`src/rtl/shader_pkg.sv`:
```
// Types and constants shared by the shader sequencer and the shader instruction memory.
package shader_pkg;

  localparam int unsigned INSTR_W = 8;

  typedef enum logic [1:0] {
    SEQ_IDLE,
    SEQ_RUN,
    SEQ_LOAD
  } seq_state_t;

  // Program the memory holds after reset; slots past the table read as NOP (0x00).
  function automatic logic [INSTR_W-1:0] default_instr(input int unsigned idx);
    case (idx)
      0:       return 8'h10;
      1:       return 8'h15;
      2:       return 8'h74;
      3:       return 8'h20;
      4:       return 8'h31;
      5:       return 8'h42;
      6:       return 8'h53;
      7:       return 8'hF0;
      default: return 8'h00;
    endcase
  endfunction

endpackage

```
`src/rtl/shader_sequencer.sv`:
```
// Sequences the circular shader instruction memory: one full rotation per pixel,
// and byte-wide program loading between pixels.
module shader_sequencer
  import shader_pkg::*;
#(
  parameter int unsigned  NUM_INSTR = 8,
  localparam int unsigned PC_W      = $clog2(NUM_INSTR)
) (
  input  logic               clk_i,
  input  logic               rst_ni,
  input  logic               start_i,
  input  logic               prog_req_i,
  input  logic               prog_valid_i,
  input  logic [INSTR_W-1:0] prog_data_i,
  output logic               prog_ready_o,
  output logic               prog_done_o,
  output logic               shift_o,
  output logic               load_o,
  output logic [INSTR_W-1:0] instr_o,
  output logic               exec_valid_o,
  output logic [PC_W-1:0]    pc_o,
  output logic               pixel_done_o,
  output logic               busy_o,
  output logic               start_miss_o
);

  localparam logic [PC_W-1:0] LAST = PC_W'(NUM_INSTR - 1);

  seq_state_t      state_q, state_d;
  // Serves as pc in RUN and as the accepted-byte count in LOAD.
  logic [PC_W-1:0] cnt_q, cnt_d;

  always_ff @(posedge clk_i or negedge rst_ni) begin
    if (!rst_ni) begin
      state_q <= SEQ_IDLE;
      cnt_q   <= '0;
    end else begin
      state_q <= state_d;
      cnt_q   <= cnt_d;
    end
  end

  always_comb begin
    state_d      = state_q;
    cnt_d        = cnt_q;
    prog_ready_o = 1'b0;
    prog_done_o  = 1'b0;
    shift_o      = 1'b0;
    load_o       = 1'b0;
    instr_o      = '0;
    exec_valid_o = 1'b0;
    pc_o         = '0;
    pixel_done_o = 1'b0;
    start_miss_o = 1'b0;

    unique case (state_q)
      SEQ_IDLE: begin
        if (start_i) begin
          state_d = SEQ_RUN;
          cnt_d   = '0;
        end else if (prog_req_i) begin
          state_d = SEQ_LOAD;
          cnt_d   = '0;
        end
      end

      SEQ_RUN: begin
        exec_valid_o = 1'b1;
        shift_o      = 1'b1;
        pc_o         = cnt_q;
        if (cnt_q == LAST) begin
          // A start on the final instruction chains the next pixel with no gap.
          pixel_done_o = 1'b1;
          cnt_d        = '0;
          if (!start_i) state_d = SEQ_IDLE;
        end else begin
          cnt_d        = cnt_q + 1'b1;
          start_miss_o = start_i;
        end
      end

      SEQ_LOAD: begin
        prog_ready_o = 1'b1;
        start_miss_o = start_i;
        if (prog_valid_i) begin
          shift_o = 1'b1;
          load_o  = 1'b1;
          instr_o = prog_data_i;
          if (cnt_q == LAST) begin
            prog_done_o = 1'b1;
            cnt_d       = '0;
            state_d     = SEQ_IDLE;
          end else begin
            cnt_d = cnt_q + 1'b1;
          end
        end
      end

      default: state_d = SEQ_IDLE;
    endcase
  end

  assign busy_o = (state_q != SEQ_IDLE);

endmodule

```
`config.mk`:
```
export PLATFORM = sky130hd
export DESIGN_NAME = shader_sequencer
export DESIGN_NICKNAME = d
export VERILOG_FILES = /design/src/rtl/shader_pkg.sv /design/src/rtl/shader_sequencer.sv
export SDC_FILE = /design/constraint.sdc
export NUM_CORES = 1
export LEC_CHECK = 0
export ABC_AREA = 1
export CAP_MARGIN = 20
export CORE_MARGIN = 2
export CORE_UTILIZATION = 38
export CTS_CLUSTER_DIAMETER = 120
export DETAILED_ROUTE_END_ITERATION = 10
export PLACE_DENSITY = 0.81
export SLEW_MARGIN = 20
export SYNTH_ARGS = -nofsm -noshare
export SYNTH_HDL_FRONTEND = slang
export SYNTH_SLANG_ARGS = --single-unit
```
`constraint.sdc`:
```
create_clock -name clk_i -period 2.15 [get_ports clk_i]
set_clock_uncertainty 0.05 [all_clocks]
set_input_delay 0.43 -clock clk_i [delete_from_list [all_inputs] [get_ports clk_i]]
set_output_delay 0.43 -clock clk_i [all_outputs]
set_load 0.05 [all_outputs]
```
==> results of run 1 <==
-- area by class of cell --
class,count,area (um^2)
multi-input cells,51,335.3
clock buffers,4,26.28
flip-flops and latches,5,125.1
repair buffers,33,490.5
well taps,15,18.77
fillers,83,226.5
inverters,20,78.83
-- how the worst max path moves through the flow --
stage / start / to / slack [ps] / cells past startpoint
2_1_floorplan: state_q[0] / instr_o[0] / -70 / 4
3_5_place_dp: prog_valid_i / shift_o / 100 / 5
4_1_cts: state_q[0] / shift_o / 30 / 6
5_1_grt: state_q[0] / shift_o / 20 / 6
3_3_place_gp: prog_valid_i / shift_o / 130 / 5
6_report: state_q[0] / shift_o / 120 / 6
-- routing by layer --
metal | vias to the layer above | track usage | part of all wire | wire [um]
met1 | 239 | 0.1523 | 0.33 | 452
met3 | 3 | 0.04348 | 0.10 | 136
met5 | - | 0 | 0 | 0
li1 | 298 | - | - | -
met2 | 28 | 0.3672 | 0.56 | 759
met4 | 0 | 0.1452 | 0.013 | 18
-- kinds of logic after synthesis --
| family | Yosys count | synth area share |
|---|---|---|
| adder cells (fa/ha/maj) | 7 | 0.1671 |
| buffers and inverters | 21 | 0.1647 |
| AO/OA/AOI/OAI | 6 | 0.06920 |
| flip-flops | 5 | 0.2387 |
| AND/OR/NAND/NOR | 38 | 0.3604 |
-- through the flow --
step / cell area, um^2 / TNS [ps]
6_report: 1075 / 0
3_3_place_gp: 1041 / 0
3_5_place_dp: 1041 / 0
4_1_cts: 1067 / 0
5_1_grt: 1075 / 0
2_1_floorplan: 543.0 / -658.6
-- state kept, by name (all words and copies together), names as in the netlist --
signal   count
state_q      2
cnt_q        3
-- cells in the final DEF, fill, tap and decap left out, drive strengths merged, types with 2 or more instances in the layout --
cell / n
ha: 7
clkbuf: 4
o21ai: 4
nand4: 2
nand2: 20
buf: 21
dfrtp: 5
clkdlybuf4s50: 12
nor2: 15
inv: 19
-- power breakdown --
group	leakage, nW	switching, mW	internal, mW
clock	0.0150	0.0335	0.0698
sequential	0.0663	0.0296	0.124
combinational	0.473	0.455	0.311
total	0.555	0.518	0.505
-- critical path, cell delays in order (launching register included) --
cell and delay, ps:
dfrtp_1 400, inv_1 90, ha_2 240, nand2_4 140, clkinvlp_4 100, o21a_2 210
buf_12 150
-- repair_timing --
action / 4_1_cts / 5_1_grt
gates resized for setup: 0 / 2
setup endpoints to repair: 0 / 2
hold endpoints to repair: 0 / 0
hold buffers: 0 / 0
==> results.md, run 1 <==
- The first global-routing pass estimated about 1900 um of wire.
- The detailed-router iteration count before antenna repair is 4.
- The hold slack is 354.4 ps.
- Synthesis produced a netlist whose cell count is slightly below 80.
- The worst setup path is captured at an output pin.
- For this run the aggregate overflow at the end of global routing stands at 0.
- Based on the critical path, the design can be clocked at up to about 0.49 GHz.
- Yosys printed 0 warnings.
- The initial standard-cell utilization of the core is 0.4029.
- Measured against its own limit, the worst slew margin works out to 0.8514.
- The worst register-to-register path begins at state_q[0].
- Dividing the detail-routed via count by the number of cells gives 4.438.
- Sorting the synthesized cells by how often they occur yields 19 x inv_1, 17 x nand2_1, 12 x nor2_1.
- Detailed placement finished with a half-perimeter wire length of 1192 um.
- The part of the cycle the worst path needs is 0.9459.
- Of the synthesized area, sequential elements account for 0.2387.
- Setup slack closes at about 120 ps.
- TritonCTS built the clock tree.
- The startpoint class of the critical path is a flop.
- The number of CTS-inserted buffers is 3.
- The initial antenna violation count is 0.
- The required time of the critical path is between 1500 and 2000 ps.
- The most used standard cell by instance count after synthesis is inv_1.
- The clock-pin slew reported for the worst setup and hold paths after clock tree synthesis is 40 ps.
- The worst hold path belongs to the class input port to async pin.
- From synthesis to final layout, the design area changed by 105.0%.
- The transition time at the pin with the least slew margin is between 200 and 250 ps.
- The number of inserted diodes is 0.
- Synthesis inferred 5 register bits.
- Setup repair after global routing left no endpoint under its margin.
- No sink is reached through more buffers than the 2 on the longest clock path.
- The clock period could shrink to approximately 2000 ps.
- The share of synthesized area in the top cell type comes to 0.2387.
- For the worst setup path, the data arrival time is between 1500 and 2000 ps.
- The final cell utilization of the core is 0.8260.
- The critical path in this run is classified as flop to output pin.
- For this block, the initial DRC count from the detailed router was 7.
- After detailed placement, the design holds a cell count of between 100 and 150.
- The cell count of the worst reg-to-reg path is 8.
- Along the worst path, the maximum fanout reaches 10.
- The number of setup buffers added after CTS is 0.
- The count of input and output buffers is 31.
- Prior to clock tree synthesis, the placed netlist has a worst setup slack of just under 100 ps.
- The clock latency at the later pin of the worst-skew pair is 240 ps.
- The netlist uses 16 different library cells.
- The core region is roughly 0.0013 mm^2.
- In the final routed layout, each cell accounts on average for roughly 11 um.
- In this run, synthesis inferred 0 flip-flops with an integrated enable.
- The proportion of layout cells with a drive suffix above 1 is 0.3363.
- The total power is approximately 1 mW.
- The most used flip-flop cell after synthesis is dfrtp_1.
- The routed layout has 568 vias.
- The via count of the first global-routing pass is ~490.
- The reg-to-reg endpoint is cnt_q[2].
- In the routed design, unresolved DRC markers number 0.
- The final estimated routing congestion in global placement is approximately 0.67.
- Wires add up to roughly 1400 um.
- The total count of max-transition violations in the final report is 0.
- The area of the mapped netlist is 524.3 um^2.
- The maximum number of pins on one net before global-route repair is 11.
- The worst supply voltage drop on vdd is roughly 0.0007 V.
- The total of endpoints with negative setup slack in the final report is 0.
- The run finished with clean final reports.
- The share of async-settable or async-resettable flops after synthesis is 1.000.
- In this run the power density over the cells is about 950 mW/mm^2.
- The number of nets handed over by synthesis was 97.
- In this run the core area contains 13 standard-cell rows.
- In the global route stage, overall resource usage came out at 0.1865.
- The number of failing hold endpoints at the final stage is 0.
- For this run, the post-layout net count is around 130.
- In this run the clock root is driven by a clkbuf_4.
- Dividing the synthesized area by the synthesized cell count gives roughly 6.8 um^2.
- For this design the top-level I/O count stands at 32.
- In this run the static leakage power is 0.5547 nW.
- The TritonCTS sink count is 5.
- In this run the remaining antenna-violating nets after routing total 0.
- The floorplan step defined a die boundary enclosing between 0.0015 and 0.002 mm^2.
- The die is 41.15 um wide.
- After the flow finishes, the layout carries non-filler instances totaling roughly 130.
- The largest total area in the synthesized netlist belongs to dfrtp_1.
- The H-tree depth reported by CTS is 1.
- The y dimension of the die is between 40 and 50 um.
- Ranked by total cell area, the synthesized netlist is headed by dfrtp_1 24%, ha_1 17%, inv_1 14%, nand2_1 12%, nor2_1 8.6%.
- The number of maximum-capacitance violations is 0.
- In this run the register-to-register setup slack is ~750 ps.
(Power assumes the default switching activity.)
==> inputs of run 2 (changes only) <==
--- a/config.mk
+++ b/config.mk
@@ -7,11 +7,13 @@
 export LEC_CHECK = 0
 export ABC_AREA = 1
 export CAP_MARGIN = 20
-export CORE_MARGIN = 2
-export CORE_UTILIZATION = 38
+export CELL_PAD_IN_SITES_DETAIL_PLACEMENT = 0
+export CELL_PAD_IN_SITES_GLOBAL_PLACEMENT = 1
+export CORE_MARGIN = 4
+export CORE_UTILIZATION = 21
 export CTS_CLUSTER_DIAMETER = 120
 export DETAILED_ROUTE_END_ITERATION = 10
-export PLACE_DENSITY = 0.81
+export PLACE_DENSITY = 0.72
 export SLEW_MARGIN = 20
 export SYNTH_ARGS = -nofsm -noshare
 export SYNTH_HDL_FRONTEND = slang
==> constraint.sdc (replaced) <==
create_clock -name clk_i -period 1.86 [get_ports clk_i]
set_clock_uncertainty 0.05 [all_clocks]
set_input_delay 0.372 -clock clk_i [delete_from_list [all_inputs] [get_ports clk_i]]
set_output_delay 0.372 -clock clk_i [all_outputs]
set_load 0.05 [all_outputs]
==> run 2 against run 1 <==
Compared with the run above:
- sequential power increased by 25%
- clock power increased by 19%
- flip-flop and latch count unchanged
- cell count increased by 20%
- the flow now finishes with violations (negative setup slack)
- power increased by 49%
- critical endpoint unchanged
==> results.md, run 2 (synthesized netlist as in run 1, its figures left out) <==
- Setup repair after global routing could not meet its margin everywhere.
- The y dimension of the die is 57.97 um.
- The global-route congestion overflow total is 0.
- The proportion of layout cells with a drive suffix above 1 is 0.5680.
- The worst setup path is captured at an output pin.
- The via count is 630.
- Based on the critical path, the design can be clocked at up to between 0.5 and 0.6 GHz.
- Entering global routing, the biggest net connects 7 pins.
- Buffers inserted during clock tree synthesis total 3.
- The core region is between 0.002 and 0.0025 mm^2.
- In the final layout, flip-flops and latches occupy approximately 130 um^2.
- The wire length of the first global-routing pass is approximately 2900 um.
- The post-placement cell count is 140.
- The finished layout holds approximately 150 standard cells, fillers aside.
- Ranked by flip-flop count, first place goes to cnt_q.
- VDD sags by at most 0.0008766 V.
- The most critical setup path has its endpoint at shift_o.
- From left edge to right edge, the die measures just under 60 um.
- The later pin in the worst-skew pair is clocked with a latency of around 240 ps.
- The remaining design rule violation count is 0.
- The reg-to-reg endpoint is state_q[1].
- Setup violations remaining at the end of the flow were counted as 1.
- At the end of the flow, the number of nets in the layout was ~150.
- The initial standard-cell utilization of the core is 0.2282.
- The hold buffer count at cts is 0.
- The die area is about 0.0034 mm^2.
- For this design, the sink count on the clock tree is 5.
- In this run the clock root is driven by a clkbuf_4.
- Data on the critical path arrives at its endpoint at roughly 1500 ps.
- Leaving out fill and tap cells, the most frequent cells in the layout are 22 x buf_12, 15 x nand2_1, 14 x inv_1.
- In this run the register-to-register setup slack is approximately 340 ps.
- The via count of the first global-routing pass is approximately 650.
- The initial antenna violation count was 0.
- The TritonCTS clock tree is yes.
- The total count of max-transition violations in the final report was 0.
- Relative to the synthesized area, the layout overhead comes to 161.1%.
- For the finished layout, the period the worst path requires is approximately 1900 ps.
- The multi-input combinational cells in the finished layout cover a total of roughly 450 um^2.
- Wires add up to between 1500 and 2000 um.
- The number of inserted diodes is 0.
- Setup slack on the critical path of the routed design comes to -9.995 ps.
- The largest registers in the layout are cnt_q (3), state_q (2).
- The via count normalized by instance count is 4.118.
- The count of input and output buffers is 31.
- At the end of the flow the core is filled with cells to 0.5959.
- Max-cap violations in this run came to 0.
- The cell count of the worst reg-to-reg path is 8.
- The count of fill cells added during filler insertion is around 190.
- The buffer levels on the longest clock path is 2.
- The count of boundary I/O pins is 32.
- The final estimated routing congestion in global placement is 0.8037.
- The type of the worst min-delay path is input port to async pin.
- The worst relative slew slack is 0.8479.
- For the pin with the worst max-slew slack, the measured transition is roughly 230 ps.
- The detailed-router iteration count before antenna repair is 3.
- Leaving out fill and tap cells, the most frequent cell in the layout is buf_12.
- The part of the cycle the worst path needs is 1.005.
- The critical setup path kind is flop to output pin.
- The half-perimeter wire length after detailed placement is 1349 um.
- The floorplan has 17 rows.
- The flow ran to the end, but the final reports show violations.
- The final reports fail on negative setup slack.
- The count of nets left with antenna violations once routing finished came out at 0.
- The number of flip-flops under the largest register name is 3.
- In this run the number of H-tree levels came out at 1.
- The launch instance of the worst register-to-register path is state_q[0].
- The total global routing track utilization is 0.1102.
- The startpoint class of the critical path is a flop.
- The number of failing hold endpoints at the final stage is 0.
- The largest fanout on the critical path is 4.
- The average wire length per cell after detail routing is about 11 um.
- Data on the critical path is required at its endpoint by between 1000 and 1500 ps.
- After the first detailed-routing iteration, the DRC count stood at 5.
- The clock-pin slew reported for the worst setup and hold paths after clock tree synthesis is 40 ps.
- The total power is around 1.5 mW.
- Tracing the worst setup path back leads to its startpoint at state_q[0].
- In this run the static leakage power is between 0.6 and 0.7 nW.
- Dividing total power by cell area gives a power density of about 1100 mW/mm^2.
run 2: worst min-delay path by stage:
stage              from        to  slack, ps
3_3_place_gp   cnt_q[1]  cnt_q[1]        460
3_5_place_dp   cnt_q[1]  cnt_q[1]        480
5_1_grt          rst_ni  cnt_q[0]        310
4_1_cts          rst_ni  cnt_q[0]        300
6_report         rst_ni  cnt_q[0]        300
2_1_floorplan    rst_ni  cnt_q[0]         30
run 2: layout make-up:
cell class / count / area share
inverters: 20 / 0.06124
repair buffers: 45 / 0.4698
multi-input cells: 51 / 0.3300
clock inverters: 1 / 0.003656
flip-flops and latches: 5 / 0.09324
clock buffers: 3 / 0.01645
well taps: 28 / 0.02559
run 2: critical path, cell delays in order (launching register included):
cell	delay (ps)
dfrtp_2	420
inv_4	60
ha_4	170
nand2_4	100
clkinvlp_4	100
o21a_4	210
buf_12	140
run 2: what timing repair did:
item / in CTS / in global routing
pin swaps: 4 / 1
setup buffers: 8 / 1
endpoints found under the setup margin: 13 / 14
gates resized for setup: 20 / 4
run 2: through the flow:
stage          hold slack, ps  worst slack, ps  cell area, um^2  TNS (ps)
6_report                300.7           -9.995             1369    -9.995
3_3_place_gp            458.3            25.72             1170         0
3_5_place_dp            475.1            6.647             1170         0
4_1_cts                 299.2           -19.91             1356    -38.00
5_1_grt                 314.8           -73.01             1369    -304.0
2_1_floorplan           26.41           -84.19            583.1    -84.19
run 2: power breakdown:
group / internal, mW / switching [mW]
combinational: 0.591 / 0.620
clock: 0.0778 / 0.0453
sequential: 0.146 / 0.0449
run 2: metal layers:
| layer | track usage | share of wire | vias up |
|---|---|---|---|
| li1 | - | - | 324 |
| met1 | 0.1223 | 0.38 | 277 |
| met2 | 0.2032 | 0.52 | 27 |
| met3 | 0.02450 | 0.084 | 2 |
| met4 | 0.03974 | 0.010 | 0 |
| met5 | 0 | 0 | - |
==> inputs of run 3 (changes only) <==
--- a/config.mk
+++ b/config.mk
@@ -9,7 +9,7 @@
 export CAP_MARGIN = 20
 export CELL_PAD_IN_SITES_DETAIL_PLACEMENT = 0
 export CELL_PAD_IN_SITES_GLOBAL_PLACEMENT = 1
-export CORE_MARGIN = 4
+export CORE_MARGIN = 2
 export CORE_UTILIZATION = 21
 export CTS_CLUSTER_DIAMETER = 120
 export DETAILED_ROUTE_END_ITERATION = 10
==> run 3 against run 2 <==
Compared with the run above:
- the run now ends clean
- utilization fell by 2.6 points
- clock power barely moved
- clock-buffer cell count rose by 1
- largest cell class unchanged
- highest routed layer unchanged
- non-clock buffer count rose by 3
- critical path type unchanged
- cell area rose by 0.37%
- global-route usage rose by 1.2 points
- cell count rose by 3.3%
- worst hold slack got worse by 2.6 ps
- wire length fell by 2.6%
==> results.md, run 3 (synthesized netlist as in run 1, its figures left out) <==
- The run finished with clean final reports.
- OpenSTA, run right after detailed placement, puts the worst setup slack at -1.804 ps.
- The register with the most flip-flops in the layout has 3 of them.
- The total number of placement rows is 18.
- The detailed router put a total of just over 600 um of wire on met1.
- After global routing the overflow that remains totals 0.
- The total count of max-transition violations in the final report is 0.
- The H-tree depth reported by CTS is 1.
- Based on the critical path, the design can be clocked at up to between 0.5 and 0.6 GHz.
- The core region is 0.002410 mm^2.
- The detailed-router iteration count before antenna repair is 5.
- For the pin with the worst max-slew slack, the measured transition is approximately 220 ps.
- The wire-length estimate of the detail-placed layout is around 1200 um.
- The worst supply voltage drop on vdd is between 0.0008 and 0.0009 V.
- The number of failing hold endpoints at the final stage is 0.
- The total length of routed wires is 1661 um.
- The critical path is of the flop to output pin type.
- After detailed routing, the average wire length per cell comes to about 11 um.
- The post-layout net count is 149.
- The most common library cell in the layout ignoring fill and taps is buf_12.
- The category of the worst setup path capture point is an output pin.
- The tightest min-delay check is of the input port to async pin type.
- For this run, the total global-route usage over all layers was measured as 0.1218.
- The part of the cycle the worst path needs is 0.9887.
- The total of endpoints with negative setup slack in the final report is 0.
- The first routing iteration left 10 violations.
- For the worst setup path, the data required time is about 1400 ps.
- The register bank with the most flops is cnt_q.
- 32 I/O pins were placed.
- The number of nets with antenna violations after detailed routing is 0.
- The via count of the first global-routing pass was 624.
- The power density over the cells is about 1100 mW/mm^2.
- The y dimension of the die is roughly 54 um.
- Clock tree synthesis found a total of 5 sinks.
- The final route contains around 670 vias.
- The area overhead of the layout relative to synthesis is 162.1%.
- The via count normalized by instance count is about 4.2.
- For the worst setup path, the data arrival time is 1420 ps.
- The sum of met3 wire segment lengths after detailed routing is 142 um.
- The TritonCTS clock tree is yes.
- The clock-pin slew reported for the worst setup and hold paths after clock tree synthesis is ~40 ps.
- The initial standard-cell utilization of the core is 0.2175.
- The most critical setup path has its startpoint at state_q[0].
- The worst pin sits at a relative slew slack of 0.8501.
- The die is approximately 54 um wide.
- The post-route minimum period is about 1800 ps.
- Counting the buffers created by CTS gives 3.
- Buffers placed on the I/O ports in this run total 31.
- The number of inserted diodes is 0.
- The worst setup path is launched from a flop.
- After detailed placement, the total cell area comes to about 0.0012 mm^2.
- Entering global routing, the biggest net connects 10 pins.
- In the layout the commonest cells are 20 x buf_12, 16 x buf_4, 14 x inv_1, 14 x nand2_1, 12 x nor2_4.
- The wire length of the first global-routing pass is 2546 um.
- The initial antenna violation count came to 0.
- For this design the static power due to leakage is between 0.6 and 0.7 nW.
- The proportion of layout cells with a drive suffix above 1 is 0.5703.
- The total power is roughly 1.5 mW.
- The hold buffer count at cts is 0.
- In the routed design, unresolved DRC markers number 0.
- The longest clock path from root to sink contains 2 buffers.
- For the worst flop-to-flop path, the logic depth is 8.
- Clock tree synthesis selected as its root buffer the cell clkbuf_4.
- In this run the critical register-to-register path is launched from state_q[0].
- After routing the design area is around 0.0014 mm^2.
- Routed signal wires occupy layers up through met4.
- The largest registers in the layout are cnt_q (3), state_q (2).
- The post-layout worst setup margin is ~21 ps.
- The largest fanout on the critical path is 7.
- The congestion estimate from routability-driven global placement came to 0.7344.
- The setup TNS after final layout is 0 ps.
- Clock latency on the worst-skew pair, taken at its later pin, is 240 ps.
- The final cell utilization of the core is 0.5701.
- Detailed routing placed a total of approximately 900 um of wire on met2.
- The tool flagged a number of max-cap violations equal to 0.
- Setup repair after global routing could not meet its margin everywhere.
- The floorplan step defined a die boundary enclosing slightly below 0.003 mm^2.
==> run 3: power breakdown <==
part	internal, mW	switching (mW)
registers	0.145	0.0363
clock network	0.0810	0.0428
logic	0.594	0.641
total	0.820	0.720
==> run 3: critical path, cell delays in order, from the launching register on <==
cell     delay, ps
dfrtp_2        430
buf_4          150
ha_4           180
buf_4          140
buf_4          130
buf_12         140
==> run 3: repair_timing <==
item / CTS / global route
gates cloned: 0 / 0
pin swaps: 2 / 4
setup buffers: 10 / 3
setup endpoints to repair: 12 / 13
gates resized for setup: 11 / 14
==> run 3: worst paths after layout <==
check / slack [ps] / end
max: 20 / exec_valid_o
min: 300 / cnt_q[2]
max reg2reg: 350 / state_q[1]
min reg2reg: 580 / cnt_q[1]
max in group asynchronous: 1260 / state_q[0]
min in group clk_i: 580 / cnt_q[1]
==> run 3: area by class of cell <==
type,count,area (um^2)
Tap cell,30,37.54
Sequential cell,5,126.4
Inverter,20,81.33
Fill cell,206,1036
Multi-Input combinational cell,51,462.9
Clock buffer,4,26.28
Timing Repair Buffer,48,639.4
==> run 3: through the flow <==
| step | std cells | hold slack, ps |
|---|---|---|
| 6_report | 158 | 298.1 |
| 5_1_grt | 158 | 297.5 |
| 4_1_cts | 155 | 295.2 |
| 3_5_place_dp | 141 | 472.3 |
| 3_3_place_gp | 141 | 466.8 |
| 2_1_floorplan | 77 | 26.41 |
==> run 3: layer usage <==
metal / vias to the layer above / GRT usage
li1: 327 / -
met1: 306 / 0.1369
met2: 31 / 0.2093
met3: 4 / 0.02778
met4: 0 / 0.06838
met5: - / 0
